==> src/rtl/sev_seg_pkg.sv <==
// sev_seg_pkg: shared constants and types for the 7-segment capture path.
//   GLYPH_0..GLYPH_F : active-high gfedcba patterns of the standard hex glyphs
//   SEG_BLANK        : segment bus value with every segment (and dp) dark
//   EN_NONE          : digit-enable value with no digit selected
//   state_t          : capture FSM states
package sev_seg_pkg;

  localparam logic [6:0] GLYPH_0 = 7'h3F;
  localparam logic [6:0] GLYPH_1 = 7'h06;
  localparam logic [6:0] GLYPH_2 = 7'h5B;
  localparam logic [6:0] GLYPH_3 = 7'h4F;
  localparam logic [6:0] GLYPH_4 = 7'h66;
  localparam logic [6:0] GLYPH_5 = 7'h6D;
  localparam logic [6:0] GLYPH_6 = 7'h7D;
  localparam logic [6:0] GLYPH_7 = 7'h07;
  localparam logic [6:0] GLYPH_8 = 7'h7F;
  localparam logic [6:0] GLYPH_9 = 7'h6F;
  localparam logic [6:0] GLYPH_A = 7'h77;
  localparam logic [6:0] GLYPH_B = 7'h7C;
  localparam logic [6:0] GLYPH_C = 7'h39;
  localparam logic [6:0] GLYPH_D = 7'h5E;
  localparam logic [6:0] GLYPH_E = 7'h79;
  localparam logic [6:0] GLYPH_F = 7'h71;

  localparam logic [7:0] SEG_BLANK = 8'hFF;
  localparam logic [3:0] EN_NONE   = 4'hF;

  typedef enum logic [1:0] {
    IDLE,
    SETTLE,
    ACCEPT,
    HOLD
  } state_t;

endpackage

==> src/rtl/sev_seg_glyph_decode.sv <==
// sev_seg_glyph_decode: combinational glyph -> hex value lookup.
//   glyph [6:0] in  : active-high segment pattern, gfedcba
//   legal       out : 1 when glyph is one of the 16 hex glyphs
//   value [3:0] out : decoded hex value (0 when not legal)
module sev_seg_glyph_decode
  import sev_seg_pkg::*;
(
  input  logic [6:0] glyph,
  output logic       legal,
  output logic [3:0] value
);

  always_comb begin
    legal = 1'b1;
    value = 4'h0;
    case (glyph)
      GLYPH_0: value = 4'h0;
      GLYPH_1: value = 4'h1;
      GLYPH_2: value = 4'h2;
      GLYPH_3: value = 4'h3;
      GLYPH_4: value = 4'h4;
      GLYPH_5: value = 4'h5;
      GLYPH_6: value = 4'h6;
      GLYPH_7: value = 4'h7;
      GLYPH_8: value = 4'h8;
      GLYPH_9: value = 4'h9;
      GLYPH_A: value = 4'hA;
      GLYPH_B: value = 4'hB;
      GLYPH_C: value = 4'hC;
      GLYPH_D: value = 4'hD;
      GLYPH_E: value = 4'hE;
      GLYPH_F: value = 4'hF;
      default: legal = 1'b0;
    endcase
  end

endmodule

==> src/rtl/sev_seg_capture.sv <==
// sev_seg_capture: rebuilds the four hex digits shown on a time-multiplexed
// 7-segment bus.
//   clk_main          in  : system clock
//   reset             in  : asynchronous active-low reset
//   sev_seg_leds[7:0] in  : segments, active-low; [6:0]=gfedcba, [7]=dp
//   led_enable[3:0]   in  : digit enables, active-low; bit i -> num_(i+1)
//   clear_err         in  : synchronous pulse clearing err_seg/err_multi
//   num_1..num_4[3:0] out : decoded digits, updated together once per frame
//   dp[3:0]           out : decoded decimal points, 1 = lit
//   digit_valid[3:0]  out : digit captured since the last frame_valid
//   frame_valid       out : 1-cycle pulse when num_*/dp were just updated
//   err_seg           out : sticky, an accepted pattern was not a hex glyph
//   err_multi         out : sticky, an accepted enable had >1 digit low
module sev_seg_capture
  import sev_seg_pkg::*;
#(
  parameter int unsigned SYNC_STAGES   = 2,
  parameter int unsigned SETTLE_CYCLES = 16,
  parameter int unsigned CNT_W         = 8
) (
  input  logic       clk_main,
  input  logic       reset,
  input  logic [7:0] sev_seg_leds,
  input  logic [3:0] led_enable,
  input  logic       clear_err,
  output logic [3:0] num_1,
  output logic [3:0] num_2,
  output logic [3:0] num_3,
  output logic [3:0] num_4,
  output logic [3:0] dp,
  output logic [3:0] digit_valid,
  output logic       frame_valid,
  output logic       err_seg,
  output logic       err_multi
);

  logic [7:0]       seg_sync [SYNC_STAGES];
  logic [3:0]       en_sync  [SYNC_STAGES];
  logic [7:0]       s_seg;
  logic [3:0]       s_en;
  logic [11:0]      bus_prev;
  logic             changed;
  logic [CNT_W-1:0] cnt;
  state_t           state_q, state_d;

  logic       one_low;
  logic       multi_low;
  logic [1:0] idx;
  logic       glyph_legal;
  logic [3:0] glyph_value;
  logic       acc_store, acc_seg_err, acc_multi;
  logic       frame_now;
  logic [3:0] shadow [4];
  logic [3:0] shadow_dp;

  // Synchronisers reset to the blank bus so release never looks like activity.
  always_ff @(posedge clk_main or negedge reset) begin
    if (!reset) begin
      for (int unsigned i = 0; i < SYNC_STAGES; i++) begin
        seg_sync[i] <= SEG_BLANK;
        en_sync[i]  <= EN_NONE;
      end
    end else begin
      seg_sync[0] <= sev_seg_leds;
      en_sync[0]  <= led_enable;
      for (int unsigned i = 1; i < SYNC_STAGES; i++) begin
        seg_sync[i] <= seg_sync[i-1];
        en_sync[i]  <= en_sync[i-1];
      end
    end
  end

  assign s_seg   = seg_sync[SYNC_STAGES-1];
  assign s_en    = en_sync[SYNC_STAGES-1];
  assign changed = ({s_en, s_seg} != bus_prev);

  always_ff @(posedge clk_main or negedge reset) begin
    if (!reset) begin
      bus_prev <= {EN_NONE, SEG_BLANK};
      cnt      <= '0;
    end else begin
      bus_prev <= {s_en, s_seg};
      if (changed)
        cnt <= '0;
      else if (cnt < CNT_W'(SETTLE_CYCLES))
        cnt <= cnt + CNT_W'(1);
    end
  end

  always_ff @(posedge clk_main or negedge reset) begin
    if (!reset) state_q <= IDLE;
    else        state_q <= state_d;
  end

  always_comb begin
    state_d = state_q;
    case (state_q)
      IDLE:    if (s_en != EN_NONE) state_d = SETTLE;
      SETTLE: begin
        if (s_en == EN_NONE)
          state_d = IDLE;
        else if (!changed && cnt == CNT_W'(SETTLE_CYCLES - 1))
          state_d = ACCEPT;
      end
      ACCEPT:  state_d = HOLD;
      HOLD: begin
        if (s_en == EN_NONE) state_d = IDLE;
        else if (changed)    state_d = SETTLE;
      end
      default: state_d = IDLE;
    endcase
  end

  always_comb begin
    idx     = 2'd0;
    one_low = 1'b1;
    case (s_en)
      4'b1110: idx = 2'd0;
      4'b1101: idx = 2'd1;
      4'b1011: idx = 2'd2;
      4'b0111: idx = 2'd3;
      default: one_low = 1'b0;
    endcase
  end

  assign multi_low = !one_low && (s_en != EN_NONE);

  sev_seg_glyph_decode u_decode (
    .glyph (~s_seg[6:0]),
    .legal (glyph_legal),
    .value (glyph_value)
  );

  assign acc_store   = (state_q == ACCEPT) && one_low && glyph_legal;
  assign acc_seg_err = (state_q == ACCEPT) && one_low && !glyph_legal;
  assign acc_multi   = (state_q == ACCEPT) && multi_low;
  assign frame_now   = (digit_valid == 4'hF);

  // The frame clear and a same-cycle accept are merged so that accept lands
  // in the next frame; ~s_en is the one-hot digit mask when one_low holds.
  always_ff @(posedge clk_main or negedge reset) begin
    if (!reset) begin
      for (int unsigned i = 0; i < 4; i++) shadow[i] <= '0;
      shadow_dp   <= '0;
      digit_valid <= '0;
      frame_valid <= 1'b0;
      num_1       <= '0;
      num_2       <= '0;
      num_3       <= '0;
      num_4       <= '0;
      dp          <= '0;
      err_seg     <= 1'b0;
      err_multi   <= 1'b0;
    end else begin
      if (acc_store) begin
        shadow[idx]    <= glyph_value;
        shadow_dp[idx] <= ~s_seg[7];
      end
      digit_valid <= (frame_now ? 4'h0 : digit_valid) | (acc_store ? ~s_en : 4'h0);
      frame_valid <= frame_now;
      if (frame_now) begin
        num_1 <= shadow[0];
        num_2 <= shadow[1];
        num_3 <= shadow[2];
        num_4 <= shadow[3];
        dp    <= shadow_dp;
      end
      err_seg   <= acc_seg_err || (err_seg   && !clear_err);
      err_multi <= acc_multi   || (err_multi && !clear_err);
    end
  end

endmodule

==> config.mk <==
export PLATFORM = sky130hd
export DESIGN_NAME = sev_seg_capture
export DESIGN_NICKNAME = d
export VERILOG_FILES = /design/src/rtl/sev_seg_pkg.sv /design/src/rtl/sev_seg_glyph_decode.sv /design/src/rtl/sev_seg_capture.sv
export SDC_FILE = /design/constraint.sdc
export NUM_CORES = 1
export LEC_CHECK = 0
export CAP_MARGIN = 5
export CORE_AREA = 2 2 86 88
export CTS_BUF_LIST = sky130_fd_sc_hd__clkbuf_16
export DETAILED_ROUTE_END_ITERATION = 12
export DIE_AREA = 0 0 88 90
export PLACE_DENSITY = 0.75
export SLEW_MARGIN = 20
export SYNTH_ARGS = -nofsm -noshare
export SYNTH_HDL_FRONTEND = slang
export SYNTH_HIERARCHICAL = 1
export SYNTH_SLANG_ARGS = --single-unit
==> constraint.sdc <==
create_clock -name clk_main -period 3.18 [get_ports clk_main]
set_input_delay 0.477 -clock clk_main [delete_from_list [all_inputs] [get_ports clk_main]]
set_output_delay 0.477 -clock clk_main [all_outputs]
set_load 0.02 [all_outputs]
==> metrics.md <==
| Metric | Value |
|---|---|
| Fill cells | 534 |
| Tightest Pin Transition | 0.7682 ns |
| Most common cell in the synthesized netlist | nand2_1 |
| Slew Limit Fails | 0 |
| NumNets Final | 380 |
| Core ar. | 7020 um^2 |
| Max cap viols | 0 |
| Static Leak | 2.099 nW |
| Crit path cell chain | inv_1, or3b_1, o21ai_1, nor3b_2, nand4b_1, nand3_1, nor3_4, mux2_2 |
| Vias in the first global route | 2468 |
| Gate power share | 0.046 |
| Clock power frac | 0.436 |
| Initial antenna violation count | 0 |
| Area Overhead vs Synth | 19.56% |
| Internal power | 1.878 mW |
| Sw power | 0.5267 mW |
| Top post-synthesis cells by area | dfrtp_1 37%, dfstp_2 25%, nand2_1 6.8% |
| Resized Gates After CTS | 0 |
| Clk Latency, worst-skew pair | 0.33 ns |
| Row count | 31 |
| Adder-Cell Fraction of Synth Area | 0.003259 |
| Clk root buf | clkbuf_16 |
| Multi-input logic area | 1308 um^2 |
| First DRT Iteration DRCs | 122 |
| Slowest CP cell | dfstp_2 |
| # IOs | 42 |
| Post-Synthesis Net Count | 340 |
| Slew headroom | 0.4878 |
| Flop pwr share | 0.518 |
| Sequential share of the synthesized area | 0.6180 |
| Setup TNS | 0 ns |
| Placed wire-length estimate | 4586 um |
| RePlAce Congestion | 0.7796 |
| Reg2reg end | shadow[9] |
| Switching share of power | 0.2191 |
| Port Buf Inserts | 41 |
| Endpoints failing hold | 0 |
| First-pass GRT wire length | 12120 um |
| Syn avg cell area | 11.85 um^2 |
| Mapped Cells | 324 |
| CP Launch Type | register |
| CP Capture Type | register |
| Mapped Area | 3839 um^2 |
| Synth Area in Simple Gates | 0.1900 |
| Largest stage delay, worst path | 0.55 ns |
| Yosys reg bits | 93 |
| Post-synthesis mux area share | 0.05476 |
| DR pass1 iterations | 4 |
| Initial core utilization | 0.5468 |
| Peak supply drop | 400.5 uV |
| Antenna-violating nets left | 0 |
| Critical Path Fanout Max | 14 |
| Setup-failing EPs final | 0 |
| Post-CTS Setup Bufs | 0 |
| Total grt overflow | 0 |
| Status | complete, no violations |
| Max Freq | 380.1 MHz |
| RSZ-0062 raised after global routing | false |
| Post-Route Skew | 0.008123 ns |
| Placed inst area | 4287 um^2 |
| Worst Path Buf+Inv | 1 |
| Critical path class | register to register |
| CTS Hold Bufs | 0 |
| Dominant cell type by area after synthesis | dfrtp_1 |
| Maximum clock path buffer count | 2 |
| Crit share post-route | 0.8273 |
| Die Area | 7920 um^2 |
| GR Util All Layers | 0.1981 |
| PD cells | 523.9 nW/um^2 |
| WP data arrival | 2.84 ns |
| Share of the synthesized area in the top cell type | 0.3716 |
| Main synth FF type | dfrtp_1 |
| Xor/xnor share of the synthesized area | 0.03846 |
| Clock sink count | 93 |
| Compound-cell area share of the yosys netlist | 0.05411 |
| Die Wd | 88 um |
| Clock buffer count from CTS | 9 |
| R2R depth | 8 |
| Hold Crit Class | input port to asynchronous set/reset pin |
| Top cells by count, synth | 70 x nand2_1, 57 x dfrtp_1, 36 x dfstp_2, 16 x mux2_2, 15 x inv_1 |
| Wire per inst | 14.89 um |
| Largest net degree at the start of global routing | 90 |
| R2r setup slk | 0.55 ns |
| Clk slew on worst S/H paths | 0.07 ns |
| Largest family of logic cells by synthesized area | simple AND/OR/NAND/NOR gates |
| Reg area | 2372 um^2 |
| DR vias | 2403 |
| Crit Reg-Reg Startpoint | s_seg[0] |
| WL final | 6967 um |
| ANT cells | 0 |
| Netlist cell types | 53 |
| Share of layout cells above drive strength 1 | 0.2249 |
| Synthesis Warnings | 6 |
| H-tree levels | 3 |
| DRC | 0 |
| Crit path time final | 2.631 ns |
| TritonCTS clock tree | yes |
| Ys async rst share | 1.000 |
| Data required, critical path | 3.39 ns |
| Post-route cell area | 4589 um^2 |
| Critical Path Stages | 8 |
| EDFF count, synth | 0 |
| CP top delay family | simple AND/OR/NAND/NOR gates |
| Die Y | 90 um |
| Post-DR vias/cell | 5.135 |
-- power groups by stage --
stage	sequential, mW	clock, mW	combinational [mW]
floorplan	1.26	0	0.0710
global placement	1.26	0	0.112
detailed placement	1.27	0	0.112
CTS	1.25	1.07	0.113
global route	1.25	1.13	0.124
finish	1.25	1.05	0.111
-- flip-flops by register name, indices dropped and copies added, names as in the netlist, named ones only --
register / flops
bus_prev: 12
cnt: 8
digit_valid: 4
dp: 4
en_sync: 4
err_multi: 1
err_seg: 1
frame_valid: 1
num_1: 4
num_2: 4
num_3: 4
num_4: 4
s_en: 4
s_seg: 8
seg_sync: 8
shadow: 16
shadow_dp: 4
state_q: 1
-- area by class of cell --
class                   instances  share of cell area
well taps                      99             0.02699
clock inverters                 7             0.01609
multi-input cells             201              0.2849
clock buffers                   9             0.04907
flip-flops and latches         93              0.5169
inverters                      16             0.01309
repair buffers                 43             0.09297
-- cell usage in the layout (no fill, tap or decap), types with 2 or more instances in the layout --
master and n:
o21ai_1 2, xor2_1 13, nand2b_1 4, buf_4 2, o211ai_1 2, nand2_1 70
nor4_4 3, clkinvlp_4 3, or3b_1 3, nand4bb_1 2, clkdlybuf4s50_1 40, a21oi_1 9
dfrtp_1 57, a21o_1 3, o21ai_0 9, nor2b_1 2, mux2_2 16, mux2i_1 3
xnor2_1 2, nand4b_1 2, a31oi_1 2, nor3b_1 2, clkbuf_16 9, clkinv_1 2
inv_1 15, nor4_1 2, or2_2 2, nor2_1 9, nand3_1 6, and2_1 2
and3_1 4, nand4_1 6, dfstp_2 36
-- how the worst max path moves through the flow --
stage	startpoint	endpoint	slack, ns
2_1_floorplan	s_seg[1]	shadow[10]	0.77
3_3_place_gp	s_seg[0]	shadow[11]	0.61
3_5_place_dp	s_seg[0]	shadow[9]	0.58
4_1_cts	s_seg[0]	shadow[9]	0.56
5_1_grt	s_seg[5]	shadow[8]	0.39
6_report	s_seg[0]	shadow[9]	0.55
-- metrics by stage --
| step | setup slack, ns | hold slack (ns) | power (mW) | cells | util |
|---|---|---|---|---|---|
| finish | 0.5493 | 0.2169 | 2.404 | 468 | 0.6537 |
| global placement | 0.6120 | 0.3454 | 1.377 | 452 | 0.6106 |
| detailed placement | 0.5850 | 0.3468 | 1.378 | 452 | 0.6106 |
| CTS | 0.5560 | 0.3562 | 2.428 | 468 | 0.6532 |
| global route | 0.3920 | 0.2763 | 2.499 | 468 | 0.6537 |
| floorplan | 0.7743 | 0.1814 | 1.328 | 324 | - |
-- metal layers --
| metal | part of all wire | track usage | up-vias |
|---|---|---|---|
| met5 | 0 | 0 | - |
| met4 | 0.011 | 0.07308 | 0 |
| met3 | 0.028 | 0.03949 | 7 |
| met2 | 0.49 | 0.3056 | 42 |
| met1 | 0.47 | 0.2775 | 1190 |
| li1 | - | - | 1164 |
-- kinds of logic after synthesis --
group,Yosys count
mux,19
flops,93
xor+xnor,16
buf+inv,30
fa+ha+maj,1
simple gates,131
compound gates,34
(Power assumes the default switching activity.)
